==> src/rtl/mshr_miss_ctrl_pkg.sv <==
// Shared widths and types for the MSHR miss controller slice.
// ADDR_WIDTH      : miss line address width
// TRANS_ID_WIDTH  : width of the allocation transaction-id counter
// mshr_state_e    : miss-handling FSM states
package mshr_miss_ctrl_pkg;

  localparam int unsigned ADDR_WIDTH     = 32;
  localparam int unsigned TRANS_ID_WIDTH = 4;

  typedef enum logic [1:0] {
    IDLE   = 2'd0,
    LOOKUP = 2'd1,
    ISSUE  = 2'd2
  } mshr_state_e;

endpackage

==> src/rtl/mshr_miss_ctrl_arb.sv <==
// Round-robin arbiter: one-hot grant among req, search starts at the index
// after the last advanced grant (index 0 out of reset).
// Ports: clk, rst_n, req[NUM_REQ], advance (commit current grant),
//        grant[NUM_REQ] (combinational one-hot), grant_idx (binary of grant).
module rr_arbiter #(
  parameter  int unsigned NUM_REQ = 4,
  localparam int unsigned PW      = (NUM_REQ > 1) ? $clog2(NUM_REQ) : 1
) (
  input  logic               clk,
  input  logic               rst_n,
  input  logic [NUM_REQ-1:0] req,
  input  logic               advance,
  output logic [NUM_REQ-1:0] grant,
  output logic [PW-1:0]      grant_idx
);

  logic [PW-1:0] ptr_q;
  logic          found;
  int unsigned   k;

  // Rotating priority search starting at ptr_q
  always_comb begin
    grant     = '0;
    grant_idx = '0;
    found     = 1'b0;
    k         = 0;
    for (int unsigned i = 0; i < NUM_REQ; i++) begin
      k = (32'(ptr_q) + i) % NUM_REQ;
      if (!found && req[PW'(k)]) begin
        grant[PW'(k)] = 1'b1;
        grant_idx     = PW'(k);
        found         = 1'b1;
      end
    end
  end

  // Pointer moves past the committed winner
  always_ff @(posedge clk or negedge rst_n) begin
    if (!rst_n) begin
      ptr_q <= '0;
    end else if (advance && found) begin
      ptr_q <= (grant_idx == PW'(NUM_REQ - 1)) ? '0 : PW'(grant_idx + 1'b1);
    end
  end

endmodule

==> src/rtl/mshr_miss_ctrl.sv <==
// MSHR miss controller: arbitrates miss requesters, looks each miss up in
// the MSHR, merges into a pending entry or allocates a new one and issues
// the memory request; memory responses release all waiters of an entry.
// Ports: req_* (requester side), mshr_lookup_*/mshr_alloc_*/mshr_dealloc_*
//        (MSHR storage side), mem_req_*/mem_rsp_* (memory side),
//        cpl_* (completion broadcast to released requesters).
module mshr_miss_ctrl
  import mshr_miss_ctrl_pkg::*;
#(
  parameter  int unsigned NUM_REQ      = 4,
  parameter  int unsigned MSHR_ENTRIES = 8,
  localparam int unsigned IW           = $clog2(MSHR_ENTRIES)
) (
  input  logic                                 clk,
  input  logic                                 rst_n,
  input  logic [NUM_REQ-1:0]                   req_valid,
  input  logic [NUM_REQ-1:0][ADDR_WIDTH-1:0]   req_addr,
  output logic [NUM_REQ-1:0]                   req_ready,
  output logic [ADDR_WIDTH-1:0]                mshr_lookup_addr,
  input  logic                                 mshr_lookup_hit,
  input  logic [IW-1:0]                        mshr_lookup_entry,
  output logic                                 mshr_allocate,
  output logic [ADDR_WIDTH-1:0]                mshr_alloc_addr,
  output logic [TRANS_ID_WIDTH-1:0]            mshr_alloc_trans_id,
  input  logic                                 mshr_alloc_ready,
  input  logic [IW-1:0]                        mshr_alloc_entry,
  output logic                                 mshr_deallocate,
  output logic [IW-1:0]                        mshr_dealloc_entry,
  output logic                                 mem_req_valid,
  input  logic                                 mem_req_ready,
  output logic [ADDR_WIDTH-1:0]                mem_req_addr,
  output logic [IW-1:0]                        mem_req_id,
  input  logic                                 mem_rsp_valid,
  input  logic [IW-1:0]                        mem_rsp_id,
  output logic                                 mem_rsp_ready,
  output logic                                 cpl_valid,
  output logic [NUM_REQ-1:0]                   cpl_mask,
  output logic [ADDR_WIDTH-1:0]                cpl_addr
);

  localparam int unsigned PW = (NUM_REQ > 1) ? $clog2(NUM_REQ) : 1;

  mshr_state_e               state_q, state_d;
  logic [NUM_REQ-1:0]        arb_grant;
  logic [PW-1:0]             arb_idx;
  logic                      arb_advance;
  logic                      do_merge;
  logic [ADDR_WIDTH-1:0]     lat_addr_q;
  logic [NUM_REQ-1:0]        lat_req_q;
  logic [TRANS_ID_WIDTH-1:0] trans_id_q;
  logic [ADDR_WIDTH-1:0]     issue_addr_q;
  logic [IW-1:0]             issue_entry_q;
  logic [ADDR_WIDTH-1:0]     ent_addr_q [MSHR_ENTRIES];
  logic [NUM_REQ-1:0]        ent_wait_q [MSHR_ENTRIES];
  logic [NUM_REQ-1:0]        rsp_merge;

  rr_arbiter #(.NUM_REQ(NUM_REQ)) u_arb (
    .clk       (clk),
    .rst_n     (rst_n),
    .req       (req_valid),
    .advance   (arb_advance),
    .grant     (arb_grant),
    .grant_idx (arb_idx)
  );

  assign mshr_lookup_addr    = lat_addr_q;
  assign mshr_alloc_addr     = lat_addr_q;
  assign mshr_alloc_trans_id = trans_id_q;
  assign mem_req_valid       = (state_q == ISSUE);
  assign mem_req_addr        = issue_addr_q;
  assign mem_req_id          = issue_entry_q;
  assign mem_rsp_ready       = 1'b1;

  // State register
  always_ff @(posedge clk or negedge rst_n) begin
    if (!rst_n) state_q <= IDLE;
    else        state_q <= state_d;
  end

  // Next state and handshake strobes
  always_comb begin
    state_d       = state_q;
    req_ready     = '0;
    arb_advance   = 1'b0;
    mshr_allocate = 1'b0;
    do_merge      = 1'b0;
    case (state_q)
      IDLE: begin
        if (|req_valid) begin
          req_ready   = arb_grant;
          arb_advance = 1'b1;
          state_d     = LOOKUP;
        end
      end
      LOOKUP: begin
        if (mshr_lookup_hit) begin
          do_merge = 1'b1;
          state_d  = IDLE;
        end else if (mshr_alloc_ready) begin
          mshr_allocate = 1'b1;
          state_d       = ISSUE;
        end
      end
      ISSUE: begin
        if (mem_req_ready) state_d = IDLE;
      end
      default: state_d = IDLE;
    endcase
  end

  // Request capture, transaction id and issue payload
  always_ff @(posedge clk or negedge rst_n) begin
    if (!rst_n) begin
      lat_addr_q    <= '0;
      lat_req_q     <= '0;
      trans_id_q    <= '0;
      issue_addr_q  <= '0;
      issue_entry_q <= '0;
    end else begin
      if (arb_advance) begin
        lat_addr_q <= req_addr[arb_idx];
        lat_req_q  <= arb_grant;
      end
      if (mshr_allocate) begin
        trans_id_q    <= TRANS_ID_WIDTH'(trans_id_q + 1'b1);
        issue_addr_q  <= lat_addr_q;
        issue_entry_q <= mshr_alloc_entry;
      end
    end
  end

  // Per-entry waiters: merge, then response clear, then fresh allocation win
  always_ff @(posedge clk or negedge rst_n) begin
    if (!rst_n) begin
      for (int unsigned e = 0; e < MSHR_ENTRIES; e++) begin
        ent_addr_q[e] <= '0;
        ent_wait_q[e] <= '0;
      end
    end else begin
      for (int unsigned e = 0; e < MSHR_ENTRIES; e++) begin
        if (do_merge && mshr_lookup_entry == IW'(e))
          ent_wait_q[e] <= ent_wait_q[e] | lat_req_q;
        if (mem_rsp_valid && mem_rsp_id == IW'(e))
          ent_wait_q[e] <= '0;
        if (mshr_allocate && mshr_alloc_entry == IW'(e)) begin
          ent_wait_q[e] <= lat_req_q;
          ent_addr_q[e] <= lat_addr_q;
        end
      end
    end
  end

  // A merge landing on the responding entry joins this completion directly
  assign rsp_merge = (do_merge && mshr_lookup_entry == mem_rsp_id) ? lat_req_q : '0;

  // Completion / deallocation pulses, one cycle after the response
  always_ff @(posedge clk or negedge rst_n) begin
    if (!rst_n) begin
      mshr_deallocate    <= 1'b0;
      mshr_dealloc_entry <= '0;
      cpl_valid          <= 1'b0;
      cpl_mask           <= '0;
      cpl_addr           <= '0;
    end else begin
      mshr_deallocate    <= mem_rsp_valid;
      cpl_valid          <= mem_rsp_valid;
      mshr_dealloc_entry <= mem_rsp_valid ? mem_rsp_id : '0;
      cpl_mask           <= mem_rsp_valid ? (ent_wait_q[mem_rsp_id] | rsp_merge) : '0;
      cpl_addr           <= mem_rsp_valid ? ent_addr_q[mem_rsp_id] : '0;
    end
  end

endmodule

==> config.mk <==
export PLATFORM = sky130hd
export DESIGN_NAME = mshr_miss_ctrl
export DESIGN_NICKNAME = d
export VERILOG_FILES = /design/src/rtl/mshr_miss_ctrl_pkg.sv /design/src/rtl/mshr_miss_ctrl_arb.sv /design/src/rtl/mshr_miss_ctrl.sv
export SDC_FILE = /design/constraint.sdc
export NUM_CORES = 1
export LEC_CHECK = 0
export CAP_MARGIN = 20
export CORE_UTILIZATION = 49
export DETAILED_ROUTE_END_ITERATION = 10
export GPL_TIMING_DRIVEN = 0
export HOLD_SLACK_MARGIN = 0.1
export PLACE_DENSITY = 0.73
export RECOVER_POWER = 100
export SYNTH_ARGS = -nofsm -noshare
export SYNTH_HDL_FRONTEND = slang
export SYNTH_SLANG_ARGS = --single-unit
==> constraint.sdc <==
create_clock -name clk -period 3 [get_ports clk]
set_clock_uncertainty 0.05 [all_clocks]
set_input_delay 0.45 -clock clk [delete_from_list [all_inputs] [get_ports clk]]
set_output_delay 0.45 -clock clk [all_outputs]
set_load 0.01 [all_outputs]
==> key figures <==
Power
  – Flop pwr share: 36.8%
  – Gate power share: 41.4%
  – Internal power: 15490 uW
  – Sw power: 8106 uW
  – Total power: 23590 uW
  – Clk pwr share: 21.8%
  – Switch share: 34.36%
  – Lkg Pwr: 0.01154 uW
  – P per Cell Area: 973.5 nW/um2
  – Max VDD drop: 759.4 uV

Die
  – Cell row count: 71
  – DIE HEIGHT: 199.3 um
  – I/O pins: 298
  – Initial Utilization: 50.18%
  – Die area: 39730 um2
  – Die X: 199.3 um
  – Core area: 38020 um2

Global routing
  – Vias in the first global route: 13.80k
  – Initial antenna violation count: 0
  – GRT overflow: 0
  – All-Layer GR Usage: 26.31%
  – Global-route wire length before repair: 79180 um
  – Largest net degree at the start of global routing: 122

Placed design
  – Final HPWL DP: 34450 um
  – IO Port Bufs: 291
  – Post-Place Cells: 2307
  – Gpl congestion: 0.8423

Hold path
  – Hold Path Stages: 3
  – Hold crit path type: in -> reg

STA
  – Post-route setup slack: -0.2625 ns
  – Fin Setup TNS: -3.020 ns
  – Unrepaired setup endpoints after global routing: yes
  – Max_slew headroom: -14.73%
  – Fmax: 306.5 MHz
  – Worst slew pin tran: 1.721 ns
  – Final setup vio count: 39
  – Final hold violation count: 0
  – Fin crit share: 108.8%
  – Period minus WS final: 3.263 ns
  – Pins Over Slew Limit: 67

Critical path
  – CP Capture Type: output port
  – Worst setup SP type: register
  – Data required, critical path: 2.50 ns
  – CP max FO: 5
  – Worst EP arrival: 2.76 ns
  – Crit path kind: reg -> out
  – Worst Reg-to-Reg Cells: 6

Clock tree
  – Sink Count: 407
  – Clk pin slew, worst setup/hold paths: 0.06 ns
  – H-tree depth: 2
  – Bufs on Longest Clock Path: 3
  – CTS buffer count: 42
  – CTS tree: done
  – Worst skew pair latency: 0.54 ns
  – Clock Tree Root: clkbuf_16

Final layout
  – Nets: 2009
  – Layout cells sized above 1: 24.59%
  – Layout area overhead: 27.02%
  – Diode count: 0
  – Fill cell count: 2986
  – Non-Filler Instances: 2394

Route
  – Routed Antenna Nets: 0
  – Initial DRC count: 978
  – Via density: 5.552
  – # DRC: 0
  – WL per Instance: 21.34 um
  – First drt pass iteration count: 6
  – Routed vias: 13.29k
  – Final WL: 51080 um

Status
  – Failing checks: capacitance limit, slew limit, setup timing
  – Status: complete, but fails checks

Logic synthesis
  – Syn Nets: 1656
  – Synth Register Bits: 407
  – Post-synth EDFFs: 0
  – Top FF cell, synth: dfrtp_1
  – Mapped Area: 19080 um2
  – Proportion of synthesized chip area in sequential cells: 53.38%
  – Async SR Flop Fraction: 100.0%
  – Synth warn: 0
  – Post-synth cell types: 58
  – Syn Inst Count: 1502
  – Mapped Avg Cell Area: 12.70 um2

Job
  – Max-Cap Viols: 1
-- kinds of logic (layout without fill, tap and decap cells) --
group / after synthesis / in the layout / share of synthesized area (%)
flip-flops: 407 / 407 / 53.38
multiplexers: 367 / 367 / 25.45
other: 1 / 1 / 0.01965
AND/OR/NAND/NOR: 440 / 440 / 9.882
AO/OA/AOI/OAI: 102 / 102 / 5.423
adder cells (fa/ha/maj): 7 / 7 / 0.4590
buffers and inverters: 169 / 550 / 4.938
XOR/XNOR: 9 / 9 / 0.4525
-- critical path, stage by stage, from the launching register on --
cell and delay (ns):
dfrtp_2 0.38, buf_6 0.11, clkinvlp_4 0.09, ha_4 0.28, mux4_2 0.53, nor2b_4 0.20, a22oi_1 0.09, or2_4 0.25
a21oi_4 0.16, buf_6 0.13
-- registers in the layout, summed over array words and instances (netlist names) --
name                 count
mshr_alloc_addr         32
mshr_alloc_trans_id      4
state_q                  2
cpl_mask                 4
ent_wait_q              32
ent_addr_q             256
mem_req_id               3
mem_req_addr            32
cpl_addr                32
u_arb.ptr_q              2
mshr_dealloc_entry       3
lat_req_q                4
cpl_valid                1
-- final cells by class --
cell class              instances  area (um2)  share of cell area (%)
clock inverters                 9       95.09                  0.3923
clock buffers                  63        1261                   5.204
well taps                     511       639.4                   2.638
flip-flops and latches        407       10190                   42.03
multi-input cells             926        8026                   33.12
inverters                      10       43.79                  0.1807
plain buffers                 157       905.9                   3.738
repair buffers                311        3078                   12.70
-- timing repair --
| action | 4_1_cts | 5_1_grt |
|---|---|---|
| pin swaps | 7 | 5 |
| setup endpoints to repair | 37 | 46 |
| buffers inserted | 12 | 2 |
| hold endpoints to repair | 65 | 0 |
| hold buffers | 1 | 0 |
| gates resized for setup | 36 | 9 |
-- synthesized netlist by cell type (all sizes together) (5+ instances only) --
cell    count  area, um2
dfrtp     407      10180
nand2     342       1284
mux2      192       2162
mux2i     100       1001
buf        83      604.3
clkbuf     75      281.5
mux4       75       1693
nor2b      36      232.7
a22o       32      280.3
o221ai     32      474.2
nor2       19      78.82
inv        10      37.54
a21o        8      60.06
a22oi       8      60.06
nand2b      8      50.05
ha          7      87.58
or2         7      43.80
a21oi       6      30.03
nor3        6      40.04
xor2        5      43.79
-- cells in the final DEF, fill, tap and decap left out, drive strengths merged, types with 2 or more instances in the layout --
cell type	instances
dfrtp	407
nand2	342
mux2	192
dlygate4sd3	148
clkbuf	142
clkdlybuf4s50	139
buf	101
mux2i	100
mux4	75
nor2b	36
a22o	32
o221ai	32
nor2	19
inv	9
nand2b	8
a21o	8
a22oi	8
ha	7
clkinv	7
or2	7
nor3	6
a21oi	6
xor2	5
a21boi	4
nand3	4
and2	4
xnor2	4
nor4	3
nand4	3
o41ai	3
o21ai	3
clkinvlp	2
nor3b	2
a31oi	2
and3b	2
or3	2
-- power groups by stage --
| stage | Sequential (uW) | Combinational (uW) | Clock [uW] |
|---|---|---|---|
| 2_1_floorplan | 8730 | 5880 | 0 |
| 3_3_place_gp | 8710 | 9520 | 0 |
| 3_5_place_dp | 8780 | 9760 | 0 |
| 4_1_cts | 8690 | 10100 | 5220 |
| 5_1_grt | 8920 | 10600 | 5440 |
| 6_report | 8680 | 9770 | 5140 |
-- metal layers --
layer	vias to the layer above	GRT usage (%)	part of all wire [%]
li1	5911	-	-
met5	-	0	0
met2	459	43.98	49
met1	6856	35.27	42
met4	0	6.870	2.1
met3	65	5.063	7.0
-- metrics by stage --
stage	hold slack (ns)	worst slack [ns]	util, %	area, um2
after floorplan	0.1044	0.002778	-	19080
after CTS	0.1987	-0.2478	63.72	24230
final	0.2139	-0.2625	63.75	24240
after global routing	0.2426	-0.3385	63.75	24240
after detailed placement	0.4047	-0.8155	59.76	22720
after global placement	0.3949	-16.06	59.53	22630
-- worst paths after layout --
kind | end | slack, ns | from
min in group asynchronous | u_arb.ptr_q[0] | 0.86 | rst_n
setup / recovery | req_ready[1] | -0.26 | u_arb.ptr_q[0]
max in group asynchronous | cpl_addr[19] | 0.32 | rst_n
setup reg to reg | ent_addr_q[243] | -0.11 | state_q[0]
hold / removal | mem_req_id[2] | 0.21 | mshr_alloc_entry[2]
hold reg to reg | ent_addr_q[206] | 0.42 | ent_addr_q[206]
No activity file was read; power rests on OpenSTA's default activity.
